===== config.mk =====
export PLATFORM = sky130hd
export DESIGN_NAME = commit_bus_arbiter
export DESIGN_NICKNAME = d
export VERILOG_FILES = /design/src/rtl/commit_bus_arbiter_pkg.sv /design/src/rtl/commit_bus_arbiter_picker.sv /design/src/rtl/commit_bus_arbiter.sv
export SDC_FILE = /design/constraint.sdc
export NUM_CORES = 1
export LEC_CHECK = 0
export CAP_MARGIN = 0
export CORE_AREA = 2 2 120 122
export CTS_CLUSTER_SIZE = 10
export DETAILED_ROUTE_END_ITERATION = 6
export DIE_AREA = 0 0 122 124
export GPL_TIMING_DRIVEN = 0
export PLACE_DENSITY = 0.7
export SLEW_MARGIN = 20
export SYNTH_ARGS = -nofsm -noshare
export SYNTH_HDL_FRONTEND = slang
export SYNTH_SLANG_ARGS = --single-unit

===== constraint.sdc =====
create_clock -name Clock -period 2.3 [get_ports Clock]
set_input_delay 0.23 -clock Clock [delete_from_list [all_inputs] [get_ports Clock]]
set_output_delay 0.23 -clock Clock [all_outputs]
set_load 0.05 [all_outputs]

===== src/rtl/commit_bus_arbiter_pkg.sv =====
// Shared definitions for the commit bus arbiter: default geometry of the
// arbiter and a population-count helper used by the optional statistics.
package commit_bus_arbiter_pkg;

  localparam int COMMIT_PACKET_SIZE = 32;
  localparam int COMMIT_ARB_NUM_RS  = 8;
  localparam int COMMIT_ARB_IDX_W   = 4;
  localparam int COMMIT_ARB_MAX_RS  = 16;

  function automatic logic [4:0] count_ones(input logic [COMMIT_ARB_MAX_RS-1:0] bits);
    logic [4:0] total;
    total = '0;
    for (int i = 0; i < COMMIT_ARB_MAX_RS; i++) begin
      total = total + {4'd0, bits[i]};
    end
    return total;
  endfunction

endpackage


===== src/rtl/commit_bus_arbiter_picker.sv =====
// Combinational round-robin picker. The eligible vector is laid out twice:
// the low copy keeps only stations at or above the pointer, the high copy
// keeps all stations, so the lowest set bit of the doubled vector is the
// first eligible station searching upward from the pointer with wrap.
module rr_priority_picker
  import commit_bus_arbiter_pkg::*;
#(
  parameter int NUM_RS = COMMIT_ARB_NUM_RS,
  parameter int IDX_W  = COMMIT_ARB_IDX_W
) (
  input  logic [NUM_RS-1:0] eligible,
  input  logic [IDX_W-1:0]  pointer,
  output logic [NUM_RS-1:0] winner_onehot,
  output logic [IDX_W-1:0]  winner_idx,
  output logic              any_valid
);

  logic [NUM_RS-1:0]   upper_mask;
  logic [2*NUM_RS-1:0] doubled;
  int                  first_set;
  int                  sel;

  // Keep only stations whose index is at or above the round-robin pointer.
  always_comb begin
    upper_mask = '0;
    for (int i = 0; i < NUM_RS; i++) begin
      upper_mask[i] = (IDX_W'(i) >= pointer);
    end
  end

  assign doubled = {eligible, eligible & upper_mask};

  // Lowest set bit of the doubled vector, folded back into a station index.
  always_comb begin
    first_set = 0;
    for (int j = 2*NUM_RS-1; j >= 0; j--) begin
      if (doubled[j]) begin
        first_set = j;
      end
    end
    sel           = (first_set >= NUM_RS) ? (first_set - NUM_RS) : first_set;
    any_valid     = |eligible;
    winner_idx    = any_valid ? IDX_W'(sel) : '0;
    winner_onehot = any_valid ? (NUM_RS'(1) << sel) : '0;
  end

endmodule


===== src/rtl/commit_bus_arbiter.sv =====
// Round-robin arbiter for the shared commit bus. A winning station receives
// a one-cycle grant pulse; on the following edge its packet is captured onto
// the commit bus with a valid strobe (two cycles from request to bus).
// Optional feature macro: COMMIT_ARB_STATS_EN adds commit and conflict counters.
module commit_bus_arbiter
  import commit_bus_arbiter_pkg::*;
#(
  parameter int NUM_RS = COMMIT_ARB_NUM_RS,
  parameter int PKT_W  = COMMIT_PACKET_SIZE,
  parameter int IDX_W  = COMMIT_ARB_IDX_W
) (
  input  logic                    Clock,
  input  logic                    Reset,
  input  logic [NUM_RS-1:0]       iCommitRequest,
  input  logic [NUM_RS*PKT_W-1:0] iCommitData,
  input  logic                    iCommitHold,
  output logic [NUM_RS-1:0]       oCommitGranted,
  output logic [PKT_W-1:0]        oCommitBus,
  output logic                    oCommitValid,
  output logic [IDX_W-1:0]        oCommitSrc
`ifdef COMMIT_ARB_STATS_EN
  ,
  output logic [31:0]             oCommitCount,
  output logic [31:0]             oConflictCount
`endif
);

  logic [NUM_RS-1:0] eligible;
  logic [NUM_RS-1:0] pick_onehot;
  logic [IDX_W-1:0]  pick_idx;
  logic              pick_valid;
  logic              issue_grant;
  logic [IDX_W-1:0]  rr_pointer;
  logic [IDX_W-1:0]  pointer_next;
  logic [IDX_W-1:0]  grant_idx;
  logic [PKT_W-1:0]  granted_packet;

  // The station granted last cycle still shows its request, so mask it out.
  assign eligible    = iCommitRequest & ~oCommitGranted;
  assign issue_grant = pick_valid & ~iCommitHold;

  rr_priority_picker #(
    .NUM_RS (NUM_RS),
    .IDX_W  (IDX_W)
  ) u_picker (
    .eligible      (eligible),
    .pointer       (rr_pointer),
    .winner_onehot (pick_onehot),
    .winner_idx    (pick_idx),
    .any_valid     (pick_valid)
  );

  // Pointer moves just past the winner, wrapping at the last station.
  always_comb begin
    pointer_next = rr_pointer;
    if (issue_grant) begin
      pointer_next = (pick_idx == IDX_W'(NUM_RS-1)) ? '0 : pick_idx + 1'b1;
    end
  end

  // Select the packet of the station currently holding the grant.
  always_comb begin
    granted_packet = '0;
    for (int i = 0; i < NUM_RS; i++) begin
      if (grant_idx == IDX_W'(i)) begin
        granted_packet = iCommitData[i*PKT_W +: PKT_W];
      end
    end
  end

  // Grant, pointer and commit-bus registers; reset cancels any grant in flight.
  always_ff @(posedge Clock) begin
    if (Reset) begin
      oCommitGranted <= '0;
      grant_idx      <= '0;
      rr_pointer     <= '0;
      oCommitValid   <= 1'b0;
      oCommitBus     <= '0;
      oCommitSrc     <= '0;
    end else begin
      oCommitGranted <= issue_grant ? pick_onehot : '0;
      if (issue_grant) begin
        grant_idx <= pick_idx;
      end
      rr_pointer   <= pointer_next;
      oCommitValid <= |oCommitGranted;
      if (|oCommitGranted) begin
        oCommitBus <= granted_packet;
        oCommitSrc <= grant_idx;
      end
    end
  end

`ifdef COMMIT_ARB_STATS_EN
  logic contended;

  assign contended = (count_ones(COMMIT_ARB_MAX_RS'(eligible)) >= 5'd2) && !iCommitHold;

  // Running totals of delivered commits and contended arbitration cycles.
  always_ff @(posedge Clock) begin
    if (Reset) begin
      oCommitCount   <= '0;
      oConflictCount <= '0;
    end else begin
      if (oCommitValid) begin
        oCommitCount <= oCommitCount + 32'd1;
      end
      if (contended) begin
        oConflictCount <= oConflictCount + 32'd1;
      end
    end
  end
`endif

endmodule

# == Word-level counts from Yosys, hierarchy flattened ==
# Index checks and enable logic that the tools add are counted.
# word_totals
regBits,53
input_bits,267
output_inout_bits,45
# classes
add_sub_neg,2
magnitude_cmp,9
eq_ne,8
shift,1
n_mux,27
bitwise,7
n_reduce_logical,4
# ops
operator,n
two-way mux 32 bit,9
two-way mux 4 bit,18
left shift 1 x 32 -> 8 bit (first input constant),1
equality test 4 x 3 -> 1 bit (second input constant),5
AND 8 bit,2
>= comparator 3 x 4 -> 1 bit (first input constant),4
OR reduction 8 bit,2
equality test 4 x 2 -> 1 bit (second input constant),2
>= comparator 1 x 4 -> 1 bit (first input constant),2
>= comparator 2 x 4 -> 1 bit (first input constant),2
NOT 8 bit,1
subtractor 4 x 4 -> 5 bit (second input constant),1
adder 4 x 1 -> 4 bit (second input constant),1
equality test 4 x 1 -> 1 bit (second input constant),1
>= comparator 4 bit (second input constant),1
zero test 4 bit,1
NOT 1 bit,3
OR reduction 3 bit,1
AND 1 bit,1

# == Longest topological paths before layout ==
# Gate-level depths: netlist (run 1).
# logic_depth
word_depth,23
depth_mapped,9
mapped_depth_nobuf,9

# == By module ==
# From an unflattened synthesis (run 1), not the netlist that was laid out.
# unflattened
hier_cells,683
hier_area_um2,4840.9
# modules_own_cells
module,instances,cells_per_inst,area_per_inst_um2,seq_area_each_um2
commit_bus_arbiter,1,622,4428.0,1061.0
rr_priority_picker,1,61,412.9,0.0

# == Worst setup path before layout (run 1) ==
# OpenSTA, ideal clock, no wires.
# synth_path
path_type,flip-flop to flip-flop
from,register oCommitGranted[2]
to,register rr_pointer[0]
setup_time_ps,117
arrival_time_ps,2157
required_time_ps,2183
slack_ps,26
path_stages_with_launch,10
path_cell_list,dfxtp_1 nor2b_1 a32o_1 a41oi_1 a21oi_1 a22o_1 inv_2 ha_1 nand2_1 a32o_1
# synth_via
elab_chain_len,18
elab_cells_between_ends,23
classes_between,add/sub (2); order compare (1); eq/ne (1); mux (14); bitwise (4); reduce/logical (1)
# synth_lines
item,line,source
from (decl),commit_bus_arbiter.sv:17,"output logic [NUM_RS-1:0] oCommitGranted,"
from (signal assigned),commit_bus_arbiter.sv:81,oCommitGranted <= issue_grant ? pick_onehot : '0;
NOT 8 bit (*),commit_bus_arbiter.sv:39,assign eligible = iCommitRequest & ~oCommitGranted;
AND 8 bit (*),commit_bus_arbiter.sv:39,
two-way mux 4 bit (11 in series),commit_bus_arbiter_picker.sv:37,if (doubled[j]) begin
subtractor 4 x 4 -> 5 bit / >= comparator 4 bit (equally long branches),commit_bus_arbiter_picker.sv:41,sel = (first_set >= NUM_RS) ? (first_set - NUM_RS) : first_set;
two-way mux 32 bit,commit_bus_arbiter_picker.sv:41,
two-way mux 4 bit (*),commit_bus_arbiter_picker.sv:43,winner_idx = any_valid ? IDX_W'(sel) : '0;
net pick_idx[0],commit_bus_arbiter.sv:30,logic [IDX_W-1:0] pick_idx;
adder 4 x 1 -> 4 bit / equality test 4 x 3 -> 1 bit (equally long branches),commit_bus_arbiter.sv:57,pointer_next = (pick_idx == IDX_W'(NUM_RS-1)) ? '0 : pick_idx + 1'b1;
two-way mux 4 bit (*),commit_bus_arbiter.sv:57,
to (signal assigned),commit_bus_arbiter.sv:85,rr_pointer <= pointer_next;
to (decl),commit_bus_arbiter.sv:33,logic [IDX_W-1:0] rr_pointer;
# The timed path passes the listed nets; every way through them passes the cells marked *.
# A chain may end at the register's enable or synchronous reset.

# == Final worst setup path (run 1) ==
# layout_path
from,register grant_idx[3]
to,register oCommitBus[1]
# layout_via
elab_chain_len,9
elab_cells_between_ends,16
classes_between,eq/ne (7); mux (8); reduce/logical (1)
# layout_lines
item,line,source
from (decl),commit_bus_arbiter.sv:35,logic [IDX_W-1:0] grant_idx;
from (signal assigned),commit_bus_arbiter.sv:83,grant_idx <= pick_idx;
zero test 4 bit,commit_bus_arbiter.sv:65,if (grant_idx == IDX_W'(i)) begin
two-way mux 32 bit (7 in series),commit_bus_arbiter.sv:65,
two-way mux 32 bit (*),commit_bus_arbiter.sv:65,
to (signal assigned),commit_bus_arbiter.sv:88,oCommitBus <= granted_packet;
to (decl),commit_bus_arbiter.sv:18,"output logic [PKT_W-1:0] oCommitBus,"
# Every way passes the cells marked *; elsewhere a longest branch is shown, timed or not.

==> impl_metrics.yaml, run 1 <==
floorplanning:
  fp.coreArea_um2: 13720
  dieArea_um2: 15130
  dieHeight_um: 124
  row_count: 43
  io_pins: 312
  fp.dieW_um: 122
  initial_core_util_pct: 27.20
logic_synthesis:
  netlist-cell-type-count: 52
  syn_avg_cell_area_um2: 9.351
  synth_area_leaders: "dfxtp_1 (28%), mux4_2 (19%), a222oi_1 (8.3%)"
  synth.yosys.seq_area_share_pct: 28.44
  synth_common_cells: "dfxtp_1 (53), nor2_1 (43), o21ai_1 (32)"
  synth_top_area_share_pct: 28.44
  async_flop_share_pct: 0
  syn_inst: 399
  synth_edf_count: 0
  yosysWarnings: 0
  synth_seq_cells: 53
  synth.most_common_cell: "dfxtp_1"
  synth_largest_area_cell: "dfxtp_1"
  synth.net_count: 667
  synth-main-ff-cell: "dfxtp_1"
  synthesis.area_um2: 3731
detailed_routing:
  drc: 2
  dr_wl_met2_um: 9740
  wl_per_cell_um: 21.04
  wl_met1_um: 7149
  drt.antenna.violating_nets: 0
  drtPass1Iterations: 7
  drt_iter0_drc: 368
  vias: 4925
  dr_wl_met3_um: 1483
  vias_per_cell: 5.484
  routed.top_layer: "met4"
  drt-total-wl_um: 18900
clock_tree:
  cts_root_buf: "clkbuf_16"
  cts_setup_buffers: 0
  cts-buffers-inserted: 5
  cts.path.max_buffers: 2
  clk_pin_slew_ns: 0.07
  htreeDepth: 2
  holdBufCountCts: 0
  clk_latency_ns: 0.29
  cts.sinks: 53
  cts_tree: "built"
power:
  powerDensity_nw_per_um2: 731.4
  combinationalPowerShare_pct: 60.9
  ir_drop_mv: 0.4766
  pwr-share-clk_pct: 13.9
  leakagePower_nw: 2.533
  power_frac_seq_pct: 25.2
  p_int_mw: 2.973
  netSwitchingPower_mw: 2.337
  swShare_pct: 44.02
  finalPower_mw: 5.310
critical_path:
  arrival_ns: 2.33
  cp-start-kind: "register"
  critPathKind: "reg -> reg"
  crit_path_end_kind: "register"
  crit_required_ns: 2.45
  crit_path_max_fanout: 10
sta:
  finalSetupViolations: 0
  setup_slack_ns: 0.1150
  fin_skew_ns: 0.009682
  maxSlewViolCount: 0
  post-route-min-period_ns: 2.185
  whs_ns: 0.4716
  max_slew_margin_pct: 60.88
  rsz0062_at_grt: "no"
  max_freq_mhz: 457.7
  post-route-period-util_pct: 95.00
  hold_viol_final: 0
  worst_pin_slew_ns: 0.5814
placed_design:
  pre_cts_slack_ns: -0.1993
  dp.final_hpwl_um: 15330
  io_buffers: 311
  gp_congestion: 0.8518
global_route:
  grt_antenna_before_repair: 0
  grt_remaining_overflow: 0
  grt_pass1_vias: 5027
  track_usage_pct: 22.94
  grt_pass1_wl_um: 26920
  grt_max_degree: 17
run_status:
  status: "finished, violations left"
  violations: "DRC"
final_layout:
  num_antenna_cells: 0
  nNetsFinal: 985
  n_fill_cell: 1283
  area_delta_synth_final_pct: 94.60
  drive_above_1_share_pct: 10.86
min_path:
  hp-class: "reg -> reg"
run:
  drv_cap: 0
-- through the flow --
step	util (%)	TNS, ns	cells	area [um^2]
3_5_place_dp	51.53	-0.7241	890	7069
5_1_grt	52.92	0	898	7261
4_1_cts	52.59	0	898	7216
3_3_place_gp	51.53	-0.4551	890	7069
6_report	52.92	0	898	7261
2_1_floorplan	-	0	399	3731
-- repair_timing --
action                                  CTS  global route
pin swaps                                 1             2
gates resized for setup                   2            16
endpoints found under the setup margin    2            20
-- critical path: stages (launching register included) --
cell and delay (ns):
dfxtp_1 0.31, clkbuf_4 0.23, and4b_1 0.21, clkbuf_1 0.22, buf_4 0.25, a222oi_1 0.49
o211ai_1 0.16, o21ai_1 0.12, nor2_1 0.05
-- cell type report --
cell class / count / area, um^2 / share of cell area [%]
inverter: 4 / 15.01 / 0.2068
sequential: 53 / 1064 / 14.65
timing repair buffer: 311 / 3113 / 42.87
buffer: 41 / 193.9 / 2.671
multi-input combinational: 301 / 2507 / 34.53
tap: 180 / 225.2 / 3.102
clock buffer: 6 / 128.9 / 1.775
clock inverter: 2 / 13.76 / 0.1896
-- flip-flops by register name, indices dropped and copies added, names as in the netlist --
register	cells
oCommitValid	1
oCommitGranted	8
oCommitBus	32
oCommitSrc	4
grant_idx	4
rr_pointer	4
-- final timing paths --
kind / depth (start not counted) / startpoint / endpoint / slack, ns
setup / recovery: 8 / grant_idx[3] / oCommitBus[1] / 0.12
hold / removal: 2 / oCommitSrc[0] / oCommitSrc[0] / 0.47
setup reg to reg: 8 / grant_idx[3] / oCommitBus[1] / 0.12
hold reg to reg: 2 / oCommitSrc[0] / oCommitSrc[0] / 0.47
-- placed cells by master (no fill, tap or decap), types with 3 or more instances in the layout --
master	instances
clkbuf_1	19
nor2b_2	3
nor3_1	4
o21ai_0	4
nor2_1	43
nor4_1	3
dfxtp_1	51
o211ai_1	31
nor3b_1	3
a32o_1	3
nand2b_1	6
a31oi_1	3
a222oi_1	31
o21ai_1	32
a22o_1	3
mux4_2	31
a22oi_1	31
clkbuf_16	5
a21oi_1	8
nand2_1	26
nor2b_1	5
buf_2	16
clkdlybuf4s50_1	311
-- metal layers --
layer / GRT usage [%] / up-vias
met5: 0 / -
met4: 7.040 / 0
met3: 4.121 / 31
met2: 41.66 / 260
met1: 27.53 / 2371
li1: - / 2263
-- kinds of logic after synthesis --
kind of cell | after synthesis | synth area share (%)
AO/OA/AOI/OAI | 160 | 32.36
adder cells (fa/ha/maj) | 1 | 0.3353
buffers and inverters | 45 | 5.366
flip-flops | 53 | 28.44
multiplexers | 33 | 19.28
AND/OR/NAND/NOR | 107 | 14.22
-- power groups by stage --
stage                     Sequential, mW  Combinational [mW]  Clock [mW]
after floorplan                     2.12                1.16           0
after global placement              1.34                3.19           0
after detailed placement            1.35                3.22           0
after CTS                           1.33                3.24       0.759
after global routing                1.37                3.43       0.803
final                               1.34                3.23       0.737
Note: power is estimated with default switching activity, not from simulation.
==> run 2: changes to the inputs <==
MAX_ROUTING_LAYER = met4   (was default)
PLACE_DENSITY = 0.69   (was 0.7)
==> run 2 against run 1 <==
  * Critical path type is now in -> reg
  * The run now ends clean
  * Setup slack lost 0.022 ns
  * Core utilization is essentially flat
  * Total power grew 1.6%
  * Critical endpoint is now rr_pointer[0]
  * Sequential share of layout area is essentially flat
==> impl_metrics.yaml, run 2 (synthesis gave the netlist of run 1 again) <==
run_status:
  status: "complete, no violations"
critical_path:
  path_buf_inv: 2
  cp_slowest_cell: "clkdlybuf4s50_1"
  cp.depth: 10
  reg2reg_to: "rr_pointer[0]"
  cp-startpoint: "iCommitRequest[5]"
  arrival_ns: 2.38
  worst_path_most_repeated_cell: "nand2_1"
  crit_chain: "clkdlybuf4s50_1 > nor2b_1 > nand2_1 > a41oi_1 > a21oi_1 > a22o_1 > inv_2 > ha_1 > nand2_1 > a32o_1"
  crit_path_end_kind: "register"
  cp-start-kind: "primary input"
  reg2reg_slack_ns: 0.10
  critPathKind: "in -> reg"
  reg2reg_depth: 9
  crit_required_ns: 2.48
  crit_path_max_fanout: 4
  cpLargestDelayFamily: "compound AO/OA/AOI/OAI gates"
  slowest_delay_ns: 0.49
  r2r-start: "rr_pointer[2]"
power:
  p_int_mw: 3.071
  pwr-share-clk_pct: 15.1
  combinationalPowerShare_pct: 60.1
  leakagePower_nw: 2.543
  finalPower_mw: 5.395
  netSwitchingPower_mw: 2.324
  ir_drop_mv: 0.4121
  power_frac_seq_pct: 24.8
  powerDensity_nw_per_um2: 742.6
  swShare_pct: 43.08
detailed_routing:
  wl_per_cell_um: 21.02
  vias_per_cell: 5.508
  drc: 0
  vias: 4941
  drt.antenna.violating_nets: 0
  drtPass1Iterations: 7
  drt_iter0_drc: 382
  drt-total-wl_um: 18860
global_route:
  grt_remaining_overflow: 0
  grt_pass1_vias: 5018
  track_usage_pct: 23.67
  grt_pass1_wl_um: 27110
  grt_max_degree: 16
  grt_antenna_before_repair: 0
sta:
  finalSetupViolations: 0
  whs_ns: 0.4640
  max_slew_margin_pct: 59.15
  worst_pin_slew_ns: 0.6112
  setup_slack_ns: 0.09333
  max_freq_mhz: 453.2
  post-route-min-period_ns: 2.207
  post-route-period-util_pct: 95.94
  hold_viol_final: 0
  rsz0062_at_grt: "yes"
  maxSlewViolCount: 0
  fin_skew_ns: 0.007751
min_path:
  min_from: "oCommitBus[31]"
  min_path_cells: 2
  hp-class: "reg -> reg"
  min_to: "oCommitBus[31]"
clock_tree:
  cts.path.max_buffers: 2
  cts_tree: "built"
  cts-buffers-inserted: 5
  cts_setup_buffers: 0
  clk_latency_ns: 0.28
  cts_root_buf: "clkbuf_16"
  cts.sinks: 53
  clk_pin_slew_ns: 0.07
  htreeDepth: 2
floorplanning:
  fp.dieW_um: 122
  dieHeight_um: 124
  io_pins: 312
  fp.coreArea_um2: 13720
  initial_core_util_pct: 27.20
  row_count: 43
  dieArea_um2: 15130
final_layout:
  final_common_cell: "clkdlybuf4s50_1"
  num_antenna_cells: 0
  nNetsFinal: 985
  fin_cells: 897
  drive_above_1_share_pct: 11.30
  area_delta_synth_final_pct: 94.74
  top_regs: "oCommitBus (32), oCommitGranted (8)"
  final_cell_mix: "clkdlybuf4s50_1 (311), dfxtp_1 (49), nor2_1 (43), o21ai_1 (32)"
  largest_register: "oCommitBus"
  largest_reg_flops: 32
placed_design:
  gp_congestion: 0.8427
  io_buffers: 311
  pre_cts_slack_ns: -0.1458
  dp.final_hpwl_um: 15510
  dp.cells: 890
run:
  drv_cap: 0
-- run 2: timing repair --
item / in CTS / in global routing
resized for setup: 0 / 18
hold buffers: 0 / 0
setup endpoints to repair: 0 / 34
-- run 2: power groups by stage --
stage	registers [mW]	clock network (mW)	logic [mW]
after global placement	1.33	0	3.20
final	1.34	0.817	3.24
after floorplan	2.12	0	1.16
after CTS	1.33	0.841	3.25
after detailed placement	1.35	0	3.23
after global routing	1.37	0.884	3.44
-- run 2: final cells by class --
cell class                 count  area, um^2
clock buffer                   5       125.1
fill                        1259        6454
buffer                        41       191.4
clock inverter                 2       35.03
inverter                       4       15.01
timing repair buffer         311        3113
sequential                    53        1066
tap                          180       225.2
multi-input combinational    301        2495
-- run 2: worst max-delay path by stage --
stage / to / slack, ns
after floorplan: rr_pointer[0] / 0.03
after global placement: rr_pointer[0] / -0.14
after detailed placement: rr_pointer[0] / -0.15
after CTS: oCommitBus[1] / 0.02
after global routing: rr_pointer[0] / -0.05
final: rr_pointer[0] / 0.09
-- run 2: metal layers --
layer,share of wire [%],global-route usage (%)
met5,0,-
met2,51,42.00
met4,2.4,7.184
met1,39,27.33
met3,7.5,4.167
-- run 2: stage by stage --
step / setup TNS, ns / cell area, um^2 / utilization (%)
detailed placement: -0.5205 / 7069 / 51.53
floorplan: 0 / 3731 / -
finish: 0 / 7266 / 52.96
global placement: -0.4488 / 7069 / 51.53
global route: -0.07838 / 7266 / 52.96
CTS: 0 / 7229 / 52.69
-- run 2: worst register-to-register path, stage by stage (launching register included) --
cell and delay, ns:
dfxtp_2 0.40, o21ai_0 0.17, a32o_1 0.24, a41oi_1 0.19
a21oi_1 0.14, a22o_1 0.31, inv_2 0.10, ha_1 0.21
nand2_1 0.07, a32o_1 0.25
==> run 3: changes to the inputs <==
SKIP_LAST_GASP = 1   (was default)
==> results of run 3 <==
Final layout, timing and power as in run 2 (identical DEF).
